File: src/rtl/lv_owt_req_agent.sv
// LV-side register request agent for the one-wire transfer link.
// Frames spi_owt requests for the HV die and returns ack or read data.
module lv_owt_req_agent #(
    parameter int                REG_AW      = 7,
    parameter int                REG_DW      = 8,
    parameter int                TIMEOUT_CYC = 255,
    parameter int                MAX_RETRY   = 2,
    parameter logic [REG_DW-1:0] ERR_RDATA   = 8'hFF
) (
    input  logic                     i_clk,
    input  logic                     i_rst_n,
    input  logic                     i_spi_owt_wr_req,
    input  logic                     i_spi_owt_rd_req,
    input  logic [REG_AW-1:0]        i_spi_owt_addr,
    input  logic [REG_DW-1:0]        i_spi_owt_data,
    output logic                     o_owt_tx_spi_ack,
    output logic                     o_hv_reg_vld,
    output logic [REG_DW-1:0]        o_hv_ang_reg_data,
    output logic                     o_owt_tx_vld,
    output logic [REG_AW+REG_DW:0]   o_owt_tx_frame,
    input  logic                     i_owt_tx_rdy,
    input  logic                     i_owt_tx_done,
    input  logic                     i_owt_rx_vld,
    input  logic [REG_AW-1:0]        i_owt_rx_addr,
    input  logic [REG_DW-1:0]        i_owt_rx_data,
    input  logic                     i_owt_rx_crc_ok,
    output logic                     o_owt_err,
    output logic                     o_owt_busy
);

    localparam int FW = 1 + REG_AW + REG_DW;
    localparam int TW = (TIMEOUT_CYC > 0) ? $clog2(TIMEOUT_CYC + 1) : 1;
    localparam int RW = (MAX_RETRY > 0) ? $clog2(MAX_RETRY + 1) : 1;
    localparam logic [TW-1:0] TMAX = TW'(TIMEOUT_CYC);
    localparam logic [RW-1:0] RMAX = RW'(MAX_RETRY);

    typedef enum logic [2:0] {
        IDLE,
        SEND,
        WAIT_TX,
        WAIT_RSP,
        RETRY,
        ACK,
        DROP
    } state_t;

    state_t            state_q, state_d;
    logic [FW-1:0]     frame_q;
    logic [TW-1:0]     tmr_q;
    logic [RW-1:0]     rty_q;
    logic [REG_DW-1:0] rdata_q;
    logic              err_q;

    logic              latch;
    logic              tmr_clr;
    logic              rty_inc;
    logic              cap;
    logic              fail;
    logic              rw;
    logic [REG_AW-1:0] addr;

    assign rw   = frame_q[FW-1];
    assign addr = frame_q[FW-2 -: REG_AW];

    always_comb begin
        state_d = state_q;
        latch   = 1'b0;
        tmr_clr = 1'b0;
        rty_inc = 1'b0;
        cap     = 1'b0;
        fail    = 1'b0;
        unique case (state_q)
            IDLE: begin
                if (i_spi_owt_wr_req || i_spi_owt_rd_req) begin
                    latch   = 1'b1;
                    state_d = SEND;
                end
            end
            SEND: begin
                if (i_owt_tx_rdy) begin
                    tmr_clr = 1'b1;
                    state_d = WAIT_TX;
                end
            end
            WAIT_TX: begin
                if (i_owt_tx_done) begin
                    tmr_clr = 1'b1;
                    state_d = rw ? ACK : WAIT_RSP;
                end else if (tmr_q == TMAX) begin
                    state_d = RETRY;
                end
            end
            WAIT_RSP: begin
                // A response beats a same-cycle timeout.
                if (i_owt_rx_vld) begin
                    if (i_owt_rx_crc_ok && (i_owt_rx_addr == addr)) begin
                        cap     = 1'b1;
                        state_d = ACK;
                    end else begin
                        state_d = RETRY;
                    end
                end else if (tmr_q == TMAX) begin
                    state_d = RETRY;
                end
            end
            RETRY: begin
                if (rty_q < RMAX) begin
                    rty_inc = 1'b1;
                    state_d = SEND;
                end else begin
                    fail    = 1'b1;
                    state_d = ACK;
                end
            end
            ACK: begin
                state_d = DROP;
            end
            DROP: begin
                if (!i_spi_owt_wr_req && !i_spi_owt_rd_req) begin
                    state_d = IDLE;
                end
            end
            default: begin
                state_d = IDLE;
            end
        endcase
    end

    always_ff @(posedge i_clk) begin
        if (!i_rst_n) begin
            state_q <= IDLE;
            frame_q <= '0;
            tmr_q   <= '0;
            rty_q   <= '0;
            rdata_q <= '0;
            err_q   <= 1'b0;
        end else begin
            state_q <= state_d;
            err_q   <= fail;
            // Write wins when both requests are raised together.
            if (latch) begin
                if (i_spi_owt_wr_req) begin
                    frame_q <= {1'b1, i_spi_owt_addr, i_spi_owt_data};
                end else begin
                    frame_q <= {1'b0, i_spi_owt_addr, {REG_DW{1'b0}}};
                end
            end
            if (latch) begin
                rty_q <= '0;
            end else if (rty_inc) begin
                rty_q <= rty_q + 1'b1;
            end
            if (tmr_clr) begin
                tmr_q <= '0;
            end else if ((state_q == WAIT_TX || state_q == WAIT_RSP) &&
                         (tmr_q != {TW{1'b1}})) begin
                tmr_q <= tmr_q + 1'b1;
            end
            if (cap) begin
                rdata_q <= i_owt_rx_data;
            end else if (fail && !rw) begin
                rdata_q <= ERR_RDATA;
            end
        end
    end

    assign o_owt_tx_vld      = (state_q == SEND);
    assign o_owt_tx_frame    = frame_q;
    assign o_owt_tx_spi_ack  = (state_q == ACK) && rw;
    assign o_hv_reg_vld      = (state_q == ACK) && !rw;
    assign o_hv_ang_reg_data = rdata_q;
    assign o_owt_err         = err_q;
    assign o_owt_busy        = (state_q != IDLE);

endmodule

File: config.mk
export PLATFORM = sky130hd
export DESIGN_NAME = lv_owt_req_agent
export DESIGN_NICKNAME = d
export VERILOG_FILES = /design/src/rtl/lv_owt_req_agent.sv
export SDC_FILE = /design/constraint.sdc
export NUM_CORES = 1
export LEC_CHECK = 0
export ABC_AREA = 1
export CAP_MARGIN = 10
export CORE_MARGIN = 4
export CORE_UTILIZATION = 47
export CTS_CLUSTER_DIAMETER = 150
export DETAILED_ROUTE_END_ITERATION = 10
export GPL_ROUTABILITY_DRIVEN = 0
export GPL_TIMING_DRIVEN = 1
export PLACE_DENSITY = 0.93
export SKIP_CTS_REPAIR_TIMING = 1
export SLEW_MARGIN = 20
export SYNTH_ARGS = -nofsm -noshare
export SYNTH_HDL_FRONTEND = slang
export SYNTH_SLANG_ARGS = --single-unit
File: constraint.sdc
create_clock -name i_clk -period 3.2 [get_ports i_clk]
set_input_delay 0.32 -clock i_clk [delete_from_list [all_inputs] [get_ports i_clk]]
set_output_delay 0.32 -clock i_clk [all_outputs]
set_load 0.1 [all_outputs]
==> impl.org <==
** Synthesis
- Of all cell types, the one taking the most synthesized area is sky130_fd_sc_hd__dfxtp_1.
- By area the synthesized netlist is led by sky130_fd_sc_hd__dfxtp_1 42%, sky130_fd_sc_hd__inv_1 9.5%, sky130_fd_sc_hd__nand2_1 9.5%.
- Adder-cell share of the synthesized area :: 0.691%
- After synthesis the netlist holds a flip-flop and latch count of 38.
- The synthesized netlist devotes between 15 and 20% of its cell area to compound gates.
- Of the synthesized area, sequential elements account for between 40% and 50%.
- Post-synthesis cell count :: 270
- Dominant combinational cell family by area after synthesis :: simple AND/OR/NAND/NOR gates
- Syn_area_per_cell :: around 6.7 um^2
- Post-synth net total :: just over 300
- The share of synthesized area in the top cell type comes to roughly 42%.
- Synthesis instantiated 24 different standard cells from the library.
- After Yosys synthesis, XOR and XNOR cells account for less than 1% of the synthesized area.
- Synthesized-area fraction occupied by and/or/nand/nor cells :: slightly below 30%
- Post-synthesis instance area :: 1810 um^2
- Synth warn :: 0
- Mux cell area share after synthesis :: 0%

** Pwr
- Comb power frac :: 43.8%
- Power per cell area :: ~660 nW/um^2
- Switching share of total power :: between 40% and 50%
- Internal Pwr Total :: around 950 uW
- Net Sw Power :: slightly below 800 uW
- Sequential share of power :: 32.8%
- Maximum VDD drop :: 0.000442 V
- The clock network burns 23.4% of the power.
- Leakage power :: ~0.0011 uW
- The completed layout was analyzed and its total power is 1730 uW.

** Critical path
- Traced cell by cell, the critical path runs through clkdlybuf4s50_1.
- Setup Crit Path Kind :: flop to output port
- At the worst endpoint, the required time is about 2900 ps.
- The cell family contributing the most delay on the critical path is buffers and inverters.
- Cell with the biggest individual delay on the critical path :: sky130_fd_sc_hd__clkdlybuf4s50_1
- Data arrives at the worst endpoint at 1900 ps.
- Maximum fanout along the worst path :: 4
- For this run, the slowest stage of the critical path takes 1190 ps.
- CP Buf/Inv Count :: 1
- Register-to-register setup slack :: roughly 1300 ps
- CP Launch Type :: flop
- The worst setup path is captured at an output port.

** Floorplan
- Once the floorplan was initialized, standard cells occupied around half of the core.
- Die Span X :: between 70 and 80 um
- Vert. Die Dim :: about 70 um
- Row generation in the floorplan step produced 22 rows.
- The floorplan step defined a core boundary enclosing 3690 um^2.
- DIE AREA :: around 4900 um^2
- In this run the count of I/O pins placed on the die edge is 67.

** GRT
- Total global routing track utilization :: between 10% and 20%
- The initial antenna violation count came to 0.
- The layer flagged by global routing as most heavily used is met2.
- For this run the aggregate overflow at the end of global routing stands at 0.
- Met3 Resource Use GR :: 7.34%
- In the global route stage, met1 resource usage came out at 21.9%.
- Met2 GRT Util :: 34.4%
- First-pass GRT wire length :: around 7900 um
- Largest net degree at the start of global routing :: 28
- The via count of the first global-routing pass came to around 1900.

** Clocking
- For the worst-skew pair, the clock arrives at the later sink with an insertion delay of 290 ps.
- Clock root buffer master :: sky130_fd_sc_hd__clkbuf_8
- CTS tree :: built
- Number of clock sinks seen by CTS :: 38
- Number of clock buffers inserted by TritonCTS :: 5
- The H-tree generated during clock tree synthesis spans 2 levels.
- The longest clock path from root to sink contains 2 buffers.
- Clock-pin slew was measured on the worst setup and hold paths at ~80 ps.

** STA
- Static timing analysis puts the maximum clock frequency at roughly 450 MHz.
- Max Transition Viols Final :: 0
- Transition time at the pin with the least slew margin :: about 1000 ps
- Hold Slack :: between 400 and 500 ps
- In the finished design, the share of the clock period the worst path needs comes to approximately 70%.
- Count of final setup violators :: 0
- Setup repair after global routing left no endpoint under its margin.
- The hold violation count in the final report was 0.
- Skew final :: just over 3 ps
- Worst path setup slack after routing :: 985 ps
- The worst path needs around 2200 ps of the cycle, external delays included.
- The worst pin sits at a relative slew slack of approximately a third.
- Summed over all failing endpoints, the final setup total negative slack is 0 ps.

** Layout
- Share of layout cells above drive strength 1 :: under 10%
- Leaving out fill and tap cells, the most frequent cells in the layout are 62 x sky130_fd_sc_hd__clkdlybuf4s50_1, 46 x sky130_fd_sc_hd__inv_1, 46 x sky130_fd_sc_hd__nand2_1.
- At the end of the flow the core is filled with cells to between 70% and 80%.
- 0 antenna diodes ended up in the layout.
- Area added between synthesis and finish :: 44.6%
- The library cell used most frequently in the layout, excluding fill and tap cells, is sky130_fd_sc_hd__clkdlybuf4s50_1.
- The final layout contains around 380 nets.

** Run
- Maximum Capacitance Violations :: 0

** Route
- Number of vias in the routed layout :: 1932
- Total wirelength of the detailed-routed design :: about 4800 um
- The first routing iteration left 96 violations.
- Count of antenna-violating nets left after detailed routing :: 0
- Total iterations of the first detailed-routing run :: 4
- After detailed routing, the number of remaining DRC violations is 0.
- Via-to-Cell Ratio :: between 4 and 5
- Wire length per cell after detailed routing :: approximately 12 um

** Placement
- OpenSTA, run right after detailed placement, puts the worst setup slack at 1130 ps.
- After legalization and detailed placement, the total HPWL measured ~3600 um.
- Number of port buffers :: 66

** Hold path
- The worst hold path belongs to the class flop to flop.

** Status
- Outcome :: completed
==> per-layer routing <==
layer	wire length, um	part of all wire (%)
met2	2360	49
met1	1960	41
met5	0	0
met4	46	0.96
met3	404	8.5
==> stage by stage <==
stage,std cells,area [um^2]
6_report,388,2620
5_1_grt,388,2620
4_1_cts,388,2620
3_5_place_dp,380,2510
3_3_place_gp,380,2510
2_1_floorplan,270,1810
==> worst paths after layout <==
check	depth (start not counted)	endpoint	startpoint
hold / removal	2	rty_q[0]$_SDFFE_PP0P_	rty_q[0]$_SDFFE_PP0P_
setup / recovery	1	o_owt_tx_frame[15]	o_owt_tx_frame[15]$_SDFFE_PN0P_
hold reg to reg	2	rty_q[0]$_SDFFE_PP0P_	rty_q[0]$_SDFFE_PP0P_
setup reg to reg	4	o_owt_tx_frame[8]$_SDFFE_PN0P_	state_q[1]$_SDFFE_PN0P_
==> Yosys cell counts <==
library cell and count:
sky130_fd_sc_hd__o21ai_4 1, sky130_fd_sc_hd__o21ai_0 32, sky130_fd_sc_hd__nor3_1 4, sky130_fd_sc_hd__nor4_1 1, sky130_fd_sc_hd__or2_2 2, sky130_fd_sc_hd__a211oi_4 1, sky130_fd_sc_hd__nand3_1 20, sky130_fd_sc_hd__xnor2_1 2
sky130_fd_sc_hd__buf_2 2, sky130_fd_sc_hd__dfxtp_1 38, sky130_fd_sc_hd__a21boi_0 1, sky130_fd_sc_hd__nor2_1 45, sky130_fd_sc_hd__inv_1 46, sky130_fd_sc_hd__clkbuf_1 2, sky130_fd_sc_hd__and3_1 1, sky130_fd_sc_hd__inv_2 2
sky130_fd_sc_hd__o21bai_1 1, sky130_fd_sc_hd__nor3b_1 1, sky130_fd_sc_hd__a21oi_1 16, sky130_fd_sc_hd__nand3_2 2, sky130_fd_sc_hd__nand2_1 46, sky130_fd_sc_hd__ha_1 1, sky130_fd_sc_hd__buf_1 1, sky130_fd_sc_hd__nand4_1 2
==> registers in the layout, indices dropped and copies added (netlist names) <==
name	cells
tmr_q	8
rty_q	2
o_owt_tx_frame	16
o_hv_ang_reg_data	8
o_owt_err	1
state_q	3
==> layout make-up <==
type,instances,area [um^2]
clock buffer,6,72.6
clock inverter,2,37.5
fill,317,1070
inverter,48,180
multi-input combinational,179,848
sequential,38,761
tap,48,60.1
timing repair buffer,67,658
==> power by group through the flow <==
stage | logic (uW) | registers [uW] | clock network, uW
after floorplan | 291 | 851 | 0
after global placement | 744 | 576 | 0
after detailed placement | 756 | 577 | 0
after CTS | 760 | 568 | 408
after global routing | 808 | 576 | 430
final | 759 | 569 | 405
==> kinds of logic (layout without fill, tap and decap cells) <==
kind of cell,after synthesis,count (layout)
xor+xnor,2,2
buf+inv,53,123
simple gates,124,124
fa+ha+maj,1,1
compound gates,52,52
flops,38,38
Power figures use the tool's default switching activity.
